$ cat src/rtl/wam_key.sv
// Input conditioning for the whack-a-mole panel: synchronises and debounces the
// eight mole switches and three buttons, producing tap/press pulses, lft/rgt auto-repeat and the pause flag.
module wam_key #(
  parameter int unsigned DB_CNT  = 4,
  parameter int unsigned REP_DLY = 12,
  parameter int unsigned REP_PER = 4
) (
  input  logic       clk,
  input  logic       clr_n,
  input  logic       tick,
  input  logic [7:0] sw,
  input  logic       lft,
  input  logic       rgt,
  input  logic       pse,
  output logic [7:0] sw_db,
  output logic [7:0] tap,
  output logic       lft_p,
  output logic       rgt_p,
  output logic       pse_flg,
  output logic       rdy
);

  typedef enum logic [1:0] {ST_IDLE, ST_HOLD, ST_REPEAT} rep_state_t;

  localparam logic [3:0] DB_LAST  = 4'(DB_CNT - 1);
  localparam logic [7:0] DLY_LAST = 8'(REP_DLY - 1);
  localparam logic [7:0] PER_LAST = 8'(REP_PER - 1);

  // Bit map: [7:0] switches, [8] lft, [9] rgt, [10] pse.
  logic [10:0] raw;
  logic [10:0] sync1_q, sync2_q;
  logic [10:0] stab_q, stab_d;
  logic [3:0]  cnt_q [11];
  logic [3:0]  cnt_d [11];
  logic [10:0] rise, fall;

  rep_state_t  rep_q [2];
  rep_state_t  rep_d [2];
  logic [7:0]  rcnt_q [2];
  logic [7:0]  rcnt_d [2];
  logic [1:0]  rep_pulse;

  logic        rdy_d;
  logic [7:0]  tap_d;
  logic        lft_p_d, rgt_p_d, pse_flg_d;

  assign raw   = {pse, rgt, lft, sw};
  assign sw_db = stab_q[7:0];

  always_comb begin
    stab_d    = stab_q;
    rdy_d     = rdy;
    rise      = '0;
    fall      = '0;
    rep_pulse = '0;
    for (int unsigned i = 0; i < 11; i++) cnt_d[i] = cnt_q[i];
    for (int unsigned j = 0; j < 2; j++) begin
      rep_d[j]  = rep_q[j];
      rcnt_d[j] = rcnt_q[j];
    end

    if (tick) begin
      if (!rdy) begin
        // Priming adopts the current levels silently, so no edge flags are raised.
        stab_d = sync2_q;
        rdy_d  = 1'b1;
        for (int unsigned i = 0; i < 11; i++) cnt_d[i] = '0;
      end else begin
        for (int unsigned i = 0; i < 11; i++) begin
          if (sync2_q[i] == stab_q[i]) begin
            cnt_d[i] = '0;
          end else if (cnt_q[i] == DB_LAST) begin
            stab_d[i] = ~stab_q[i];
            cnt_d[i]  = '0;
            rise[i]   = ~stab_q[i];
            fall[i]   = stab_q[i];
          end else begin
            cnt_d[i] = cnt_q[i] + 4'd1;
          end
        end
      end
    end

    // A release wins over any repeat count maturing on the same tick.
    for (int unsigned j = 0; j < 2; j++) begin
      if (fall[8+j]) begin
        rep_d[j]  = ST_IDLE;
        rcnt_d[j] = '0;
      end else if (rise[8+j]) begin
        rep_d[j]  = ST_HOLD;
        rcnt_d[j] = '0;
      end else if (tick) begin
        unique case (rep_q[j])
          ST_HOLD: begin
            if (rcnt_q[j] == DLY_LAST) begin
              rep_pulse[j] = 1'b1;
              rep_d[j]     = ST_REPEAT;
              rcnt_d[j]    = '0;
            end else begin
              rcnt_d[j] = rcnt_q[j] + 8'd1;
            end
          end
          ST_REPEAT: begin
            if (rcnt_q[j] == PER_LAST) begin
              rep_pulse[j] = 1'b1;
              rcnt_d[j]    = '0;
            end else begin
              rcnt_d[j] = rcnt_q[j] + 8'd1;
            end
          end
          default: ;
        endcase
      end
    end

    tap_d     = rise[7:0] | fall[7:0];
    lft_p_d   = rise[8] | rep_pulse[0];
    rgt_p_d   = rise[9] | rep_pulse[1];
    pse_flg_d = pse_flg ^ rise[10];
  end

  always_ff @(posedge clk) begin
    if (!clr_n) begin
      sync1_q <= '0;
      sync2_q <= '0;
      stab_q  <= '0;
      for (int unsigned i = 0; i < 11; i++) cnt_q[i] <= '0;
      for (int unsigned j = 0; j < 2; j++) begin
        rep_q[j]  <= ST_IDLE;
        rcnt_q[j] <= '0;
      end
      tap     <= '0;
      lft_p   <= 1'b0;
      rgt_p   <= 1'b0;
      pse_flg <= 1'b0;
      rdy     <= 1'b0;
    end else begin
      sync1_q <= raw;
      sync2_q <= sync1_q;
      stab_q  <= stab_d;
      for (int unsigned i = 0; i < 11; i++) cnt_q[i] <= cnt_d[i];
      for (int unsigned j = 0; j < 2; j++) begin
        rep_q[j]  <= rep_d[j];
        rcnt_q[j] <= rcnt_d[j];
      end
      tap     <= tap_d;
      lft_p   <= lft_p_d;
      rgt_p   <= rgt_p_d;
      pse_flg <= pse_flg_d;
      rdy     <= rdy_d;
    end
  end

endmodule

$ cat config.mk
export PLATFORM = sky130hd
export DESIGN_NAME = wam_key
export DESIGN_NICKNAME = d
export VERILOG_FILES = /design/src/rtl/wam_key.sv
export SDC_FILE = /design/constraint.sdc
export NUM_CORES = 1
export LEC_CHECK = 0
export BUFFER_PORTS_ARGS = -buffer_cell sky130_fd_sc_hd__buf_4
export CAP_MARGIN = 30
export CORE_UTILIZATION = 60
export DETAILED_ROUTE_END_ITERATION = 10
export PLACE_DENSITY = 0.79
export SLEW_MARGIN = 15
export SYNTH_ARGS = -nofsm -noshare
export SYNTH_HDL_FRONTEND = slang
export SYNTH_SLANG_ARGS = --single-unit
export TNS_END_PERCENT = 5
$ cat constraint.sdc
create_clock -name clk -period 1.9 [get_ports clk]
set_clock_uncertainty 0.15 [all_clocks]
set_input_delay 0 -clock clk [delete_from_list [all_inputs] [get_ports clk]]
set_output_delay 0 -clock clk [all_outputs]
set_load 0.005 [all_outputs]
Word level (Yosys, flattened, before mapping). Memories as Yosys holds them, arrays and structs flattened. Index checks and enable logic that the tools add are counted.

Input bits: 14. Latch bits: 0. ROM bits: 0. Memories: 3. Register bits: 45. Logic and storage cells: 271. Output and inout port bits: 20. Memory bits (writable): 64.

Memory list: cnt_q (depth 11, bits a word 4, rd ports 11, clocked after memory_dff 0, write ports 11, RTL line 33) `logic [3:0] cnt_q [11];`; rcnt_q (depth 2, bits a word 8, rd ports 2, clocked after memory_dff 0, write ports 2, RTL line 39) `logic [7:0] rcnt_q [2];`; rep_q (depth 2, bits a word 2, rd ports 2, clocked after memory_dff 0, write ports 2, RTL line 37) `rep_state_t rep_q [2];`.

Shift operators: 0. Magnitude comparators: 0. Divide/modulo/power cells: 0. $mul: 0. Reductions and logical operators: 11. Bitwise gates (word level): 30. Multiplexer cells: 144. Eq/ne operators: 52. Add/subtract/negate cells: 13.

Operators with widths (number): $mux 4 (33); $mux 8 (12); $mux 44 (2); $mux 1 (76); $add 4x1->4 const B (11); $eq 4x2->1 const B (11); $mux 11 (3); $reduce_and 3->1 (11); $pmux 8 s2 (2); $mux 2 (12); $ne 2x1->1 const B (11); $ne 2x2->1 const B (11); $mux 10 (2); $or 1x1->1 (17); $add 8x1->8 const B (2); $eq 8x2->1 const B (2); $eq 8x4->1 const B (2); $eq 1x1->1 (11); $not 1->1 (11); $or 8x8->8 (1); $eq 2x1->1 const B (2); $eq 2x2->1 const B (2); $pmux 1 s2 (2); $xor 1x1->1 (1).

Logic depth before layout (Yosys ltp). Gate-level depths: netlist of the first run. An unclocked memory read counts as a cell.

Depth in word-level cells: 9. Gate-level depth with buffers: 7. Gate-level depth less buffers: 6.

Least setup slack after synthesis of the first run. Ideal clock, no wire load.

Path type: reg2reg. Start: memory cnt_q[8][0]. End: memory rep_q[0][0] (netlist name). Clock period less this slack: 1.701 ns. Data arrival time: 1.433 ns. Cell stages (with the launch flop): 6. Buffers on the path: 0. Path slack: 0.199 ns. Data required time: 1.632 ns. Library setup time: 0.118 ns. Path through: dfxtp_1 ha_1 or3b_4 or3_1 o2111ai_1 nand2_1.

RTL lines (RTL line): start, declared (33); end, declared (37).

==> flow_summary.ini, run 1 <==
[place]
io_buffers = 33
hpwl_um = 6689
globalplace.congestion = 0.8336
place_area_mm2 = 0.005248

[worst_setup_path]
critPathMaxStageDelay_ns = 0.53
crit_arrival_ns = 1.96
startpoint_type = register
cp.required_ns = 2.01
worst-r2r-cell-count = 5
cp_max_fo = 4
end_kind = register
worstSetupPathType = reg -> reg
cp_slowest_cell = or3b_2
cp_cell_sequence = ha_1, or3b_2, a21oi_2, mux2i_1, nor2_1

[floorplan]
start_util = 0.6288
core_region_area_mm2 = 0.007807
fp.dieH_um = 92.46
die_area_mm2 = 0.008549
std_cell_rows = 32
fp.dieW_um = 92.46
io_pins = 34

[routing]
drc = 0
drt-vias-per-instance = 5.821
firstDrtPassIters = 4
num_vias = 3976
wl_per_cell_um = 14.51
wl_um = 9913
drt_iter0_drc = 160
drtAntennaViolNets = 0

[cells_and_area]
finish.net_count = 607
area_growth_pct = 14.42
drive_gt1_frac = 0.1807
register_area_mm2 = 0.002183
multi_input_area_mm2 = 0.002532
insertedDiodeCount = 0
final.fill_count = 623
final_cell_area_mm2 = 0.005618

[clocking]
path_clk_slew_ns = 0.10
cts_max_level = 3
cts_buffers = 9
clock_latency_ns = 0.37
clock_path_buffers = 2
cts-root-buf = clkbuf_8
numClockSinks = 109
post-cts-setup-buffers = 0
cts_tree = done

[yosys]
synthTopCellsByArea = dfxtp_1 (44%), ha_1 (4.3%), nor2_1 (3.8%)
syn_inst = 534
ys_warn_count = 0
synth_area_mm2 = 0.004910
yosys.cell_count.top_type = dfxtp_1
synth_top_area_cell = dfxtp_1
synth-main-ff-cell = dfxtp_1
synth-edff-count = 0
ys_ff_latch = 109
synthArstFlopShare = 0
yosysUniqueCellTypes = 47
synth_top_area_frac = 0.4444
avgSynthCellArea_um2 = 9.194
synth_common_cells = dfxtp_1 (109), nor2_1 (50), nand2_1 (36), nand3_1 (27), a21oi_1 (26)
synth.yosys.seq_area_share = 0.4444
syn_nets = 565

[pwr]
powerDensity_mw_per_mm2 = 723.1
p_switching_mw = 0.9922
switching_share = 0.2442
combinationalPowerShare = 0.069
power_frac_seq = 0.575
intPower_mw = 3.070
leakage_nw = 2.190
peakVddDrop_uv = 502.6
p_clk_frac = 0.356

[timing]
max-slew-margin-rel = 0.6745
period_needed_ns = 1.843
worstMarginPinSlew_ns = 0.4871
hold_viol = 0
fin_setup_tns_ns = 0
finalSetupViolations = 0
slew_viol_final = 0
rsz0062_at_grt = no
max_freq_ghz = 0.5425
period_share = 0.9702

[status]
run_status = finished clean

[worst_hold_path]
hold_depth = 3
hold_class = in -> reg

[grt]
grt_pass1_wl_um = 16750
antenna_found_initial = 0
grtUsageTotal = 0.2428
grt_max_degree = 26
grt_pass1_vias = 3918
overflow = 0

[job]
drv_cap = 0
==> registers in the layout, indices dropped and copies added, names as in the netlist <==
register and count:
cnt_q 44, rcnt_q 16, stab_q 11, sync1_q 11
sync2_q 11, tap 8, rep_q 4, lft_p 1
pse_flg 1, rdy 1, rgt_p 1
==> metal layers <==
layer | wire [um] | share of wire | global-route usage
met1 | 4326 | 0.44 | 0.2646
met2 | 5065 | 0.51 | 0.4599
met3 | 408 | 0.041 | 0.05993
met4 | 112 | 0.011 | 0.06901
met5 | 0 | 0 | 0
==> power groups by stage <==
| stage | registers (mW) | logic [mW] | clock network, mW |
|---|---|---|---|
| final | 2.34 | 0.280 | 1.45 |
| after floorplan | 2.39 | 0.167 | 0 |
| after global routing | 2.34 | 0.303 | 1.58 |
| after CTS | 2.34 | 0.274 | 1.48 |
| after detailed placement | 2.39 | 0.252 | 0 |
| after global placement | 2.39 | 0.246 | 0 |
==> area by class of cell <==
type,instances,share of cell area
clock inverters,7,0.01492
well taps,102,0.02272
clock buffers,9,0.02205
repair buffers,65,0.09488
inverters,9,0.006013
flip-flops and latches,109,0.3886
multi-input cells,382,0.4508
==> cell families after synthesis <==
kind of cell | Yosys count | share of synthesized area
flip-flops | 109 | 0.4444
multiplexers | 19 | 0.04026
XOR/XNOR | 32 | 0.05708
AND/OR/NAND/NOR | 236 | 0.2579
AO/OA/AOI/OAI | 78 | 0.1109
adder cells (fa/ha/maj) | 17 | 0.04332
buffers and inverters | 43 | 0.04613
==> through the flow <==
step / power (mW) / setup WS [ns] / cells / utilization / hold WS, ns
final: 4.063 / 0.05668 / 683 / 0.7196 / 0.2226
after floorplan: 2.553 / 0.1995 / 534 / - / -0.02271
after global routing: 4.223 / 0.001773 / 683 / 0.7196 / 0.2046
after detailed placement: 2.641 / 0.1002 / 654 / 0.6721 / 0.06027
after CTS: 4.091 / 0.07687 / 683 / 0.7154 / 0.2104
after global placement: 2.634 / 0.1467 / 654 / 0.6721 / 0.05661
==> layout by cell type (no fill, tap or decap), types with 4 or more instances in the layout <==
| cell | n |
|---|---|
| a21oi_1 | 22 |
| xor2_1 | 20 |
| nand3b_1 | 7 |
| ha_1 | 16 |
| nand4b_1 | 8 |
| a21oi_2 | 4 |
| dlygate4sd3_1 | 13 |
| o21a_1 | 6 |
| buf_4 | 51 |
| and3_1 | 8 |
| o31ai_1 | 4 |
| o221a_2 | 4 |
| mux2i_1 | 13 |
| nand3_1 | 27 |
| and2_1 | 23 |
| or3b_2 | 8 |
| a32oi_1 | 7 |
| nor2b_1 | 18 |
| mux2_2 | 6 |
| nand4_1 | 13 |
| inv_1 | 7 |
| o2111ai_1 | 6 |
| clkbuf_8 | 9 |
| nand2_1 | 36 |
| nor2_1 | 50 |
| nor3_1 | 24 |
| dfxtp_1 | 108 |
| o21ai_0 | 7 |
| xnor2_1 | 12 |
==> critical path: cells and delay by family (launching register included) <==
kind                     cells  cell delay, ns
multiplexers                 1            0.22
AND/OR/NAND/NOR              2            0.58
AO/OA/AOI/OAI                1            0.18
flip-flops                   1            0.40
adder cells (fa/ha/maj)      1            0.21
==> timing repair <==
item / in CTS / in global routing
resized for setup: 0 / 8
setup endpoints to repair: 0 / 21
endpoints found under the hold margin: 29 / 0
hold buffers: 13 / 0
==> final timing paths <==
kind	end	slack, ns	startpoint
setup reg to reg	stab_q[4]	0.06	cnt_q[4][0]
setup / recovery	stab_q[4]	0.06	cnt_q[4][0]
hold reg to reg	sync2_q[8]	0.29	sync1_q[8]
hold / removal	sync1_q[6]	0.22	sw[6]
Power figures use the tool's default switching activity.
==> run 2: changes to the inputs <==
--- a/config.mk
+++ b/config.mk
@@ -7,7 +7,9 @@
 export LEC_CHECK = 0
 export BUFFER_PORTS_ARGS = -buffer_cell sky130_fd_sc_hd__buf_4
 export CAP_MARGIN = 30
+export CORE_ASPECT_RATIO = 0.7
 export CORE_UTILIZATION = 60
+export CTS_BUF_LIST = sky130_fd_sc_hd__clkbuf_4 sky130_fd_sc_hd__clkbuf_8 sky130_fd_sc_hd__clkbuf_16
 export DETAILED_ROUTE_END_ITERATION = 10
 export PLACE_DENSITY = 0.79
 export SLEW_MARGIN = 15
==> flow_summary.ini, run 2 (same netlist as run 1, synthesis figures left out) <==
[status]
run_status = finished clean

[pwr]
peakVddDrop_uv = 695.0
switching_share = 0.2027
p_clk_frac = 0.463
p_switching_mw = 0.9919
combinationalPowerShare = 0.058
power_frac_seq = 0.479
total_power_mw = 4.893
intPower_mw = 3.901
leakage_nw = 2.264
powerDensity_mw_per_mm2 = 845.2

[timing]
max_freq_ghz = 0.5472
worstMarginPinSlew_ns = 0.5724
slew_viol_final = 0
rsz0062_at_grt = yes
hold_viol = 0
finalSetupViolations = 0
period_share = 0.9619
period_needed_ns = 1.828
max-slew-margin-rel = 0.6180

[cells_and_area]
largestRegisters = cnt_q: 44 flops, rcnt_q: 16 flops
layout_commonest_cell = dfxtp_1
drive_gt1_frac = 0.1799
most-common-layout-cells = dfxtp_1 (109), nor2_1 (50), buf_4 (48), nand2_1 (36), nand3_1 (26)
final_cell_area_mm2 = 0.005789
area_growth_pct = 17.92
largest_register = cnt_q
final.fill_count = 574
insertedDiodeCount = 0
finish.net_count = 605
largest_reg_flops = 44

[routing]
firstDrtPassIters = 4
drt_iter0_drc = 245
wl_per_cell_um = 15.90
num_vias = 3980
drt-vias-per-instance = 5.862
drc = 0
drtAntennaViolNets = 0
wl_um = 10800

[worst_setup_path]
reg2reg_from = cnt_q[0][0]
r2r_end = cnt_q[0][3]
cp_slowest_cell = or3b_2
worstSetupPathType = reg -> reg
cp_max_fo = 3
end_kind = register
startpoint_type = register
cp.required_ns = 1.99
crit_family = simple AND/OR/NAND/NOR gates
cp-startpoint = cnt_q[0][0]
critPathMaxStageDelay_ns = 0.49
cp.depth = 5
worst-r2r-cell-count = 5
r2r_setup_slack_ns = 0.07
crit_arrival_ns = 1.92
cp_cell_sequence = ha_1, or3b_2, nand3b_1, nor2b_1, o221a_2
critPathCapture = cnt_q[0][3]
cp_num_buf_inv = 0

[grt]
grt_pass1_vias = 3916
grtUsageTotal = 0.2685
overflow = 0
grt_pass1_wl_um = 17800
antenna_found_initial = 0
grt_max_degree = 37

[job]
drv_cap = 0

[clocking]
numClockSinks = 109
cts_tree = done
cts_buffers = 9
clock_path_buffers = 2
cts_max_level = 3
cts-root-buf = clkbuf_16
clock_latency_ns = 0.35
path_clk_slew_ns = 0.07

[place]
io_buffers = 33
place_area_mm2 = 0.005244
hpwl_um = 6960
globalplace.congestion = 0.7936

[floorplan]
std_cell_rows = 27
start_util = 0.6211
fp.dieH_um = 77.69
io_pins = 34
fp.dieW_um = 110.1
core_region_area_mm2 = 0.007905
die_area_mm2 = 0.008555

[worst_hold_path]
hold_class = in -> reg
hold_start = sw[3]
-- run 2: cell types whose count changed in the layout (fill, tap and decap cells not counted), moves of 2 or more --
cell	before	now
buf_4	51	48
nor3b_2	0	2
nor3b_1	3	1
inv_8	2	0
clkbuf_8	9	1
bufinv_16	1	4
clkinv_4	3	0
clkbuf_16	0	9
-- run 2: cell type report --
| type | count | area [um2] | area share |
|---|---|---|---|
| Tap cell | 101 | 126.4 | 0.02183 |
| Clock buffer | 11 | 246.5 | 0.04258 |
| Timing Repair Buffer | 63 | 530.5 | 0.09164 |
| Multi-Input combinational cell | 382 | 2550 | 0.4405 |
| Sequential cell | 109 | 2182 | 0.3769 |
| Inverter | 9 | 33.78 | 0.005835 |
| Clock inverter | 4 | 120.1 | 0.02075 |
-- run 2: how the worst min path moves through the flow --
stage | depth (start not counted) | slack, ns | endpoint
2_1_floorplan | 1 | -0.02 | sync1_q[0]
3_3_place_gp | 2 | 0.06 | sync1_q[1]
3_5_place_dp | 2 | 0.06 | sync1_q[1]
4_1_cts | 3 | 0.24 | sync1_q[1]
5_1_grt | 3 | 0.26 | sync1_q[1]
6_report | 3 | 0.25 | sync1_q[3]
-- run 2: power by group through the flow --
stage	registers, mW	clock network [mW]	logic, mW
after floorplan	2.39	0	0.167
after detailed placement	2.39	0	0.251
after CTS	2.34	2.30	0.275
final	2.34	2.27	0.283
after global placement	2.39	0	0.246
after global routing	2.34	2.38	0.305
-- run 2: layer usage --
layer	up-vias	wire length [um]	part of all wire	global-route usage
met5	-	0	0	0
met4	0	175	0.016	0.1105
met3	18	553	0.051	0.06134
met2	124	5043	0.47	0.4338
met1	1879	5025	0.47	0.3446
li1	1959	-	-	-
-- run 2: through the flow --
step / TNS (ns) / utilization / hold WS [ns] / setup WS [ns] / cells
after floorplan: 0 / - / -0.02271 / 0.1995 / 534
after global placement: 0 / 0.6633 / 0.06014 / 0.1544 / 651
after detailed placement: 0 / 0.6633 / 0.06126 / 0.07613 / 651
after CTS: 0 / 0.7262 / 0.2409 / 0.06893 / 679
after global routing: -0.02161 / 0.7324 / 0.2601 / -0.02161 / 679
final: 0 / 0.7324 / 0.2519 / 0.07235 / 679
-- run 2: timing repair --
action                                  in CTS  in global routing
hold buffers                                13                  0
gates resized for setup                      0                 11
hold endpoints to repair                    29                  0
endpoints found under the setup margin       0                 21
setup buffers                                0                  0
-- run 2: worst reg2reg max path, cell delays in order (launching register included) --
cell,delay [ns]
dfxtp_1,0.38
ha_1,0.23
or3b_2,0.49
nand3b_1,0.16
nor2b_1,0.07
o221a_2,0.25
==> run 3: changes to the inputs <==
==> constraint.sdc (replaced) <==
create_clock -name clk -period 2.1 [get_ports clk]
set_clock_uncertainty 0.15 [all_clocks]
set_input_delay 0 -clock clk [delete_from_list [all_inputs] [get_ports clk]]
set_output_delay 0 -clock clk [all_outputs]
set_load 0.005 [all_outputs]
==> flow_summary.ini, run 3 (same netlist as run 1, synthesis figures left out) <==
[place]
globalplace.congestion = 0.8419
placedCellCount = 648
io_buffers = 33
hpwl_um = 6771

[pwr]
power_frac_seq = 0.502
leakage_nw = 2.219
peakVddDrop_uv = 791.4
powerDensity_mw_per_mm2 = 745.6
p_clk_frac = 0.441
combinationalPowerShare = 0.057
intPower_mw = 3.291
p_switching_mw = 0.9261
switching_share = 0.2196

[routing]
num_vias = 3925
wl_um = 10320
drt-vias-per-instance = 5.798
firstDrtPassIters = 5
wl_per_cell_um = 15.24
drt_iter0_drc = 254
drc = 0
drtAntennaViolNets = 0

[clocking]
numClockSinks = 109
path_clk_slew_ns = 0.07
ctsResizeCount = 0
clock_path_buffers = 2
cts_max_level = 3
cts_tree = done
clock_latency_ns = 0.35
cts-root-buf = clkbuf_16
cts_buffers = 9

[timing]
period_needed_ns = 1.835
max_freq_ghz = 0.5451
fin_setup_tns_ns = 0
rsz0062_at_grt = no
slew_viol_final = 0
period_share = 0.8736
max-slew-margin-rel = 0.6092
hold_viol = 0
finalSetupViolations = 0
worstMarginPinSlew_ns = 0.5854

[grt]
grtUsageTotal = 0.2629
grt_pass1_wl_um = 17280
overflow = 0
antenna_found_initial = 0
grt_max_degree = 33
grt_pass1_vias = 3780

[floorplan]
start_util = 0.6211
die_area_mm2 = 0.008555
io_pins = 34
std_cell_rows = 27
fp.dieW_um = 110.1
fp.dieH_um = 77.69
core_region_area_mm2 = 0.007905

[cells_and_area]
most-common-layout-cells = dfxtp_1 (109), nor2_1 (50), buf_4 (47), nand2_1 (36), nand3_1 (27)
layout_commonest_cell = dfxtp_1
finish.net_count = 602
largest_reg_flops = 44
drive_gt1_frac = 0.1615
largest_register = cnt_q
largestRegisters = cnt_q: 44 flops, rcnt_q: 16 flops
fin_cells = 677
area_growth_pct = 15.19
insertedDiodeCount = 0

[worst_setup_path]
startpoint_type = register
worstSetupPathType = reg -> reg
cp_max_fo = 3
cp.required_ns = 2.20
crit_arrival_ns = 1.93
end_kind = register

[job]
drv_cap = 0

[worst_hold_path]
hold_class = in -> reg

[status]
run_status = finished clean
[run 3: changes by cell type in the layout (fill, tap and decap cells not counted), sizes merged]
cell    delta
clkinv     +2
inv        +1
buf        -3
bufinv     -2
[run 3: path summary, 6_finish.rpt]
| path | from | endpoint | slack, ns | depth (start not counted) |
|---|---|---|---|---|
| worst min register to register | sync1_q[10] | sync2_q[10] | 0.28 | 1 |
| worst max-delay path | cnt_q[1][0] | cnt_q[1][3] | 0.27 | 5 |
| worst max register to register | cnt_q[1][0] | cnt_q[1][3] | 0.27 | 5 |
| worst min-delay path | sw[1] | sync1_q[1] | 0.25 | 3 |
[run 3: timing repair]
action | 4_1_cts | 5_1_grt
setup buffers | 0 | 0
hold buffers | 13 | 0
endpoints found under the hold margin | 22 | 0
[run 3: layout make-up]
class,count,area (um2)
sequential,109,2182
clock inverter,5,82.58
tap,101,126.4
inverter,9,33.78
timing repair buffer,60,483.0
fill,593,2250
multi-input combinational,382,2501
clock buffer,11,246.5
[run 3: power groups by stage]
stage	Sequential, mW	Clock (mW)	Combinational [mW]
floorplan	2.16	0	0.151
global placement	2.16	0	0.213
detailed placement	2.16	0	0.218
CTS	2.12	1.87	0.238
global route	2.12	1.94	0.261
finish	2.12	1.86	0.240
[run 3: per-stage QoR]
stage	power, mW	worst slack [ns]	hold WS (ns)	instance area, um2	util
detailed placement	2.382	0.3111	0.06369	5196	0.6573
floorplan	2.309	0.3995	-0.02271	4910	-
finish	4.217	0.2654	0.2483	5655	0.7154
global placement	2.376	0.3507	0.06009	5196	0.6573
CTS	4.226	0.2809	0.2455	5655	0.7154
global route	4.320	0.09751	0.2555	5655	0.7154
[run 3: routing by layer]
layer,part of all wire,wire (um),vias to the layer above,GRT usage
li1,-,-,1951,-
met1,0.47,4866,1861,0.3347
met2,0.46,4773,94,0.4338
met3,0.053,552,19,0.07395
met4,0.012,127,0,0.07368
met5,0,0,-,0
[run 3: worst max-delay path, stage by stage (launching register included)]
cell and delay (ns):
dfxtp_1 0.39, ha_1 0.22, or3b_2 0.50, nand3b_1 0.15, nor2b_1 0.07, o221a_2 0.26
